===== config.mk =====
export PLATFORM = sky130hd
export DESIGN_NAME = dma_req_arbiter
export DESIGN_NICKNAME = d
export VERILOG_FILES = /design/src/rtl/dma_req_arbiter.sv
export SDC_FILE = /design/constraint.sdc
export NUM_CORES = 1
export LEC_CHECK = 0
export ABC_AREA = 1
export BUFFER_PORTS_ARGS = -buffer_cell sky130_fd_sc_hd__buf_2
export CORE_UTILIZATION = 45
export CTS_BUF_LIST = sky130_fd_sc_hd__clkbuf_4 sky130_fd_sc_hd__clkbuf_8 sky130_fd_sc_hd__clkbuf_16
export CTS_CLUSTER_DIAMETER = 30
export CTS_CLUSTER_SIZE = 14
export DETAILED_ROUTE_END_ITERATION = 16
export GPL_TIMING_DRIVEN = 1
export MAX_ROUTING_LAYER = met4
export PLACE_DENSITY = 0.69
export SLEW_MARGIN = 20
export SYNTH_ARGS = -nofsm -noshare
export SYNTH_HDL_FRONTEND = slang
export SYNTH_SLANG_ARGS = --single-unit

===== constraint.sdc =====
create_clock -name clock -period 3.6 [get_ports clock]
set_input_delay 0.18 -clock clock [delete_from_list [all_inputs] [get_ports clock]]
set_output_delay 0.18 -clock clock [all_outputs]
set_load 0.03 [all_outputs]

===== src/rtl/dma_req_arbiter.sv =====
// Four-channel DMA request arbiter with HRQ/HLDA bus-hold handshake and per-channel byte counters.
// Latency: dreq->hrq 1 cycle, hlda->dack 1 cycle, last xfer_done->ch_done/dack low 1 cycle.
// Backpressure: host stalls via hlda; FIXED_PRIO_EN selects fixed priority instead of round-robin.
module dma_req_arbiter #(
  parameter int NCH   = 4,
  parameter int CNT_W = 8
) (
  input  logic             clock,
  input  logic             reset,
  input  logic [NCH-1:0]   dreq,
  input  logic             hlda,
  input  logic             xfer_done,
  input  logic             cfg_we,
  input  logic [1:0]       cfg_ch,
  input  logic [CNT_W-1:0] cfg_count,
  output logic             hrq,
  output logic [NCH-1:0]   dack,
  output logic [1:0]       dsel,
  output logic             busy,
  output logic [NCH-1:0]   ch_done,
  output logic [CNT_W-1:0] cnt_rd
);

  typedef enum logic [1:0] {
    S_IDLE,
    S_REQ,
    S_XFER,
    S_REL
  } state_t;

  state_t           state_q, state_d;
  logic [1:0]       dsel_q, dsel_d;
  logic             hrq_q, hrq_d;
  logic [NCH-1:0]   dack_q, dack_d;
  logic             busy_q, busy_d;
  logic [NCH-1:0]   ch_done_q, ch_done_d;
  logic [CNT_W-1:0] cnt_q [NCH];
  logic [CNT_W-1:0] cnt_d [NCH];

  logic [NCH-1:0]   elig;
  logic             win_vld;
  logic [1:0]       win_idx;
  logic             owned;
  logic             dec_en;
  logic             last_byte;

  always_comb begin
    elig = '0;
    for (int i = 0; i < NCH; i++) begin
      elig[i] = dreq[i] && (cnt_q[i] != '0);
    end
  end

`ifdef FIXED_PRIO_EN
  // Scan downward so the lowest-numbered eligible channel is the last assignment.
  always_comb begin
    win_vld = 1'b0;
    win_idx = '0;
    for (int i = NCH - 1; i >= 0; i--) begin
      if (elig[i]) begin
        win_vld = 1'b1;
        win_idx = 2'(i);
      end
    end
  end
`else
  logic [1:0] ptr_q, ptr_d;

  // Offsets from the pointer wrap naturally in the 2-bit index; smallest offset wins.
  always_comb begin
    logic [1:0] idx;
    idx     = '0;
    win_vld = 1'b0;
    win_idx = '0;
    for (int k = NCH - 1; k >= 0; k--) begin
      idx = ptr_q + 2'(k);
      if (elig[idx]) begin
        win_vld = 1'b1;
        win_idx = idx;
      end
    end
  end
`endif

  assign owned     = (state_q == S_REQ) || (state_q == S_XFER);
  assign dec_en    = (state_q == S_XFER) && xfer_done && (cnt_q[dsel_q] != '0);
  assign last_byte = dec_en && (cnt_q[dsel_q] == CNT_W'(1));

  always_comb begin
    for (int i = 0; i < NCH; i++) begin
      cnt_d[i] = cnt_q[i];
      if (dec_en && (dsel_q == 2'(i))) begin
        cnt_d[i] = cnt_q[i] - CNT_W'(1);
      end
      if (cfg_we && (cfg_ch == 2'(i)) && !(owned && (dsel_q == 2'(i)))) begin
        cnt_d[i] = cfg_count;
      end
    end
  end

  always_comb begin
    state_d   = state_q;
    dsel_d    = dsel_q;
    hrq_d     = hrq_q;
    dack_d    = dack_q;
    busy_d    = busy_q;
    ch_done_d = '0;
`ifndef FIXED_PRIO_EN
    ptr_d     = ptr_q;
`endif
    case (state_q)
      S_IDLE: begin
        if (win_vld) begin
          dsel_d  = win_idx;
          hrq_d   = 1'b1;
          busy_d  = 1'b1;
          state_d = S_REQ;
        end
      end
      S_REQ: begin
        if (!dreq[dsel_q]) begin
          hrq_d   = 1'b0;
          state_d = S_REL;
        end else if (hlda) begin
          dack_d         = '0;
          dack_d[dsel_q] = 1'b1;
          state_d        = S_XFER;
        end
      end
      S_XFER: begin
        if (last_byte) begin
          ch_done_d[dsel_q] = 1'b1;
          dack_d            = '0;
          hrq_d             = 1'b0;
          state_d           = S_REL;
        end else if (!dreq[dsel_q] || !hlda) begin
          dack_d  = '0;
          hrq_d   = 1'b0;
          state_d = S_REL;
        end
      end
      S_REL: begin
        hrq_d  = 1'b0;
        dack_d = '0;
        if (!hlda) begin
          busy_d  = 1'b0;
          state_d = S_IDLE;
`ifndef FIXED_PRIO_EN
          ptr_d   = dsel_q + 2'd1;
`endif
        end
      end
      default: state_d = S_IDLE;
    endcase
  end

  always_ff @(posedge clock or negedge reset) begin
    if (!reset) begin
      state_q   <= S_IDLE;
      dsel_q    <= '0;
      hrq_q     <= 1'b0;
      dack_q    <= '0;
      busy_q    <= 1'b0;
      ch_done_q <= '0;
      for (int i = 0; i < NCH; i++) begin
        cnt_q[i] <= '0;
      end
`ifndef FIXED_PRIO_EN
      ptr_q     <= '0;
`endif
    end else begin
      state_q   <= state_d;
      dsel_q    <= dsel_d;
      hrq_q     <= hrq_d;
      dack_q    <= dack_d;
      busy_q    <= busy_d;
      ch_done_q <= ch_done_d;
      for (int i = 0; i < NCH; i++) begin
        cnt_q[i] <= cnt_d[i];
      end
`ifndef FIXED_PRIO_EN
      ptr_q     <= ptr_d;
`endif
    end
  end

  assign hrq     = hrq_q;
  assign dack    = dack_q;
  assign dsel    = dsel_q;
  assign busy    = busy_q;
  assign ch_done = ch_done_q;
  assign cnt_rd  = cnt_q[cfg_ch];

endmodule


==> impl_metrics.env <==
export IMPL_wl_met3_um=448
export IMPL_die_w_um=93.3
export IMPL_area_delta_synth_final_pct=9.50
export IMPL_antenna_found_initial=0
export IMPL_finClkSkew_ps=7.72
export IMPL_place_congestion=0.951
export IMPL_worstSkewPairLatency_ps=310
export IMPL_postRouteAntennaNets=0
export IMPL_cts_hold_buffers=1
export IMPL_synth_edf_count=0
export IMPL_rows=32
export IMPL_maxSlewViolCount=0
export IMPL_cts_root_buf="clkbuf_8"
export IMPL_top_layer="met4"
export IMPL_design_core_area_um2=7890
export IMPL_drive_gt1_share_pct=28.5
export IMPL_synth_area_um2=3750
export IMPL_p_seq_share_pct=27.7
export IMPL_maxCapViolCount=0
export IMPL_post_cts_buffers=0
export IMPL_seqCellArea_um2=1200
export IMPL_p_per_area_nw_per_um2=905
export IMPL_nFillCells=757
export IMPL_num_antenna_cells=0
export IMPL_cts_max_level=2
export IMPL_grt_max_degree=49
export IMPL_die_area_um2=8710
export IMPL_grt_pass1_wl_um=15600
export IMPL_wirelength_um=9410
export IMPL_max_freq_mhz=433
export IMPL_final_net_count=558
export IMPL_comb_power_share_pct=62.7
export IMPL_setup_tns_ps=0
export IMPL_hold_violations=0
export IMPL_fin_crit_sh_pct=64.1
export IMPL_p_int_uw=1760
export IMPL_ir_worst_vdd_mv=0.340
export IMPL_critPathKind="flop to flop"
export IMPL_slew_headroom_pct=53.5
export IMPL_swShare_pct=52.6
export IMPL_viasPerCell=5.30
export IMPL_crit_arrival_ps=2510
export IMPL_cp_cell_sequence="inv_2, ha_1, inv_1, o211ai_2, nand2_4, nand2_1, o21ai_2"
export IMPL_power_uw=3720
export IMPL_place_port_buffers=38
export IMPL_syn_inst=489
export IMPL_synth_seq_cells=48
export IMPL_synthArstFlopShare_pct=100
export IMPL_cts_tree="built"
export IMPL_cts_buffers=5
export IMPL_clockBufferDepth=2
export IMPL_tightest_slew_ps=696
export IMPL_endpoint_kind="flop"
export IMPL_ctsResizeCount=0
export IMPL_clk_pin_slew_ps=90
export IMPL_crit_slowest_cell="dfrtp_1"
export IMPL_cts_sinks=48
export IMPL_place_hpwl_um=7260
export IMPL_io_pins=39
export IMPL_grt_pass1_vias=3138
export IMPL_grtUsageTotal_pct=24.0
export IMPL_min_period_ps=2310
export IMPL_status="complete, no violations"
export IMPL_syn_avg_cell_area_um2=7.67
export IMPL_p_clk_share_pct=9.7
export IMPL_drc=0
export IMPL_rsz0062_at_grt="no"
export IMPL_synthFlopType="dfrtp_1"
export IMPL_hold_ws_ps=222
export IMPL_worst_setup_path_start_kind="flop"
export IMPL_overflow=0
export IMPL_crit_path_max_fanout=17
export IMPL_syn_nets=521
export IMPL_die_h_um=93.3
export IMPL_setup_viol_count_final=0
export IMPL_switching_power_uw=1960
export IMPL_synth_distinct_cells=37
export IMPL_start_util_pct=47.6
export IMPL_multi_input_area_um2=2200
export IMPL_hold_class="input pin to flop"
export IMPL_wire_per_inst_um=15.0
export IMPL_drtPass1Iterations=5
export IMPL_synth_warnings=0
export IMPL_route_met2_wl_um=4450
export IMPL_vias=3334
export IMPL_met1_length_um=4250
export IMPL_leakage_uw=0.00206
export IMPL_utilization_pct=52.1
export IMPL_critical_path_required_ps=3800
export IMPL_drtIter0Drc=159
export IMPL_seq_area_frac_synth_pct=32.0
export IMPL_cpPeakStageDelay_ps=610
## per-layer routing
metal / global-route usage (%) / vias to the layer above
met5: - / -
met4: 9.23 / 0
met3: 4.72 / 22
met2: 36.8 / 109
met1: 31.4 / 1531
li1: - / 1672
## placed cells by master (no fill, tap or decap), drive strengths merged
master,instances
o211ai,4
o21ai,80
nand2,133
clkinv,1
nor3,4
ha,13
mux2i,3
nand3b,1
dlygate4sd3,1
a21oi,9
buf,39
xor2,18
o221ai,8
clkbuf,8
a22oi,8
a31oi,2
nand3,26
nor2,41
inv,72
nand4,7
a22o,1
dfrtp,48
## state kept, by name (all words and copies together) (netlist names)
signal and count:
cnt_q 32, ch_done 4, dack 4, dsel 2
ptr_q 2, state_q 2, busy 1, hrq 1
## path summary, 6_finish.rpt
kind	startpoint	to	slack, ps	cells after the start
worst max register to register	dsel[0]	cnt_q[11]	1290	7
min in group asynchronous	reset	cnt_q[2]	500	3
max in group asynchronous	reset	cnt_q[26]	2670	3
worst min register to register	dack[2]	dack[2]	490	2
worst min-delay path	cfg_count[1]	cnt_q[1]	220	5
worst max-delay path	dsel[0]	cnt_q[11]	1290	7
## worst max-delay path: cells and delay by family (launching register included)
kind | cells | cell delay [ps]
fa+ha+maj | 1 | 240
flops | 1 | 610
buf+inv | 2 | 290
compound gates | 2 | 630
simple gates | 2 | 410
## power groups by stage
stage	sequential [uW]	clock, uW	combinational [uW]
2_1_floorplan	1020	0	1860
3_3_place_gp	1020	0	2280
3_5_place_dp	1030	0	2320
4_1_cts	1030	364	2330
5_1_grt	1050	392	2620
6_report	1030	359	2330
## layout make-up
cell class	instances	share of cell area, %
well taps	102	3.11
inverters	73	6.73
clock buffers	8	2.38
multi-input cells	358	53.5
repair buffers	40	5.05
flip-flops and latches	48	29.2
## synth_stat cells (3+ instances only)
library cell | instances | share of area (%)
a21oi_1 | 6 | 0.80
a22oi_1 | 8 | 1.6
buf_6 | 5 | 1.5
clkbuf_1 | 4 | 0.40
dfrtp_1 | 48 | 32
ha_1 | 13 | 4.3
inv_1 | 43 | 4.3
inv_2 | 28 | 2.8
mux2i_1 | 3 | 0.80
nand2_1 | 118 | 12
nand2_2 | 7 | 1.2
nand2_4 | 8 | 2.4
nand3_1 | 18 | 2.4
nand3_2 | 6 | 1.6
nand4_1 | 6 | 1.0
nor2_1 | 37 | 3.7
nor3_1 | 3 | 0.40
o211ai_2 | 3 | 1.0
o21ai_0 | 37 | 4.9
o21ai_1 | 6 | 0.80
o21ai_2 | 37 | 8.6
o221ai_1 | 8 | 1.9
xor2_1 | 18 | 4.2
## metrics by stage
step,cell area (um^2),instances,worst slack (ps)
detailed placement,4000,620,1330
floorplan,3750,489,1580
finish,4110,629,1290
global placement,4000,620,1380
CTS,4110,629,1310
global route,4110,629,1070
## cell families (layout without fill, tap and decap cells)
logic type | count (synthesis) | count (layout) | synth area share (%)
AO/OA/AOI/OAI | 112 | 112 | 21.5
adder cells (fa/ha/maj) | 13 | 13 | 4.33
flip-flops | 48 | 48 | 32.0
multiplexers | 3 | 3 | 0.800
XOR/XNOR | 18 | 18 | 4.20
buffers and inverters | 83 | 121 | 9.40
AND/OR/NAND/NOR | 212 | 212 | 27.7
Note: power is estimated with default switching activity, not from simulation.
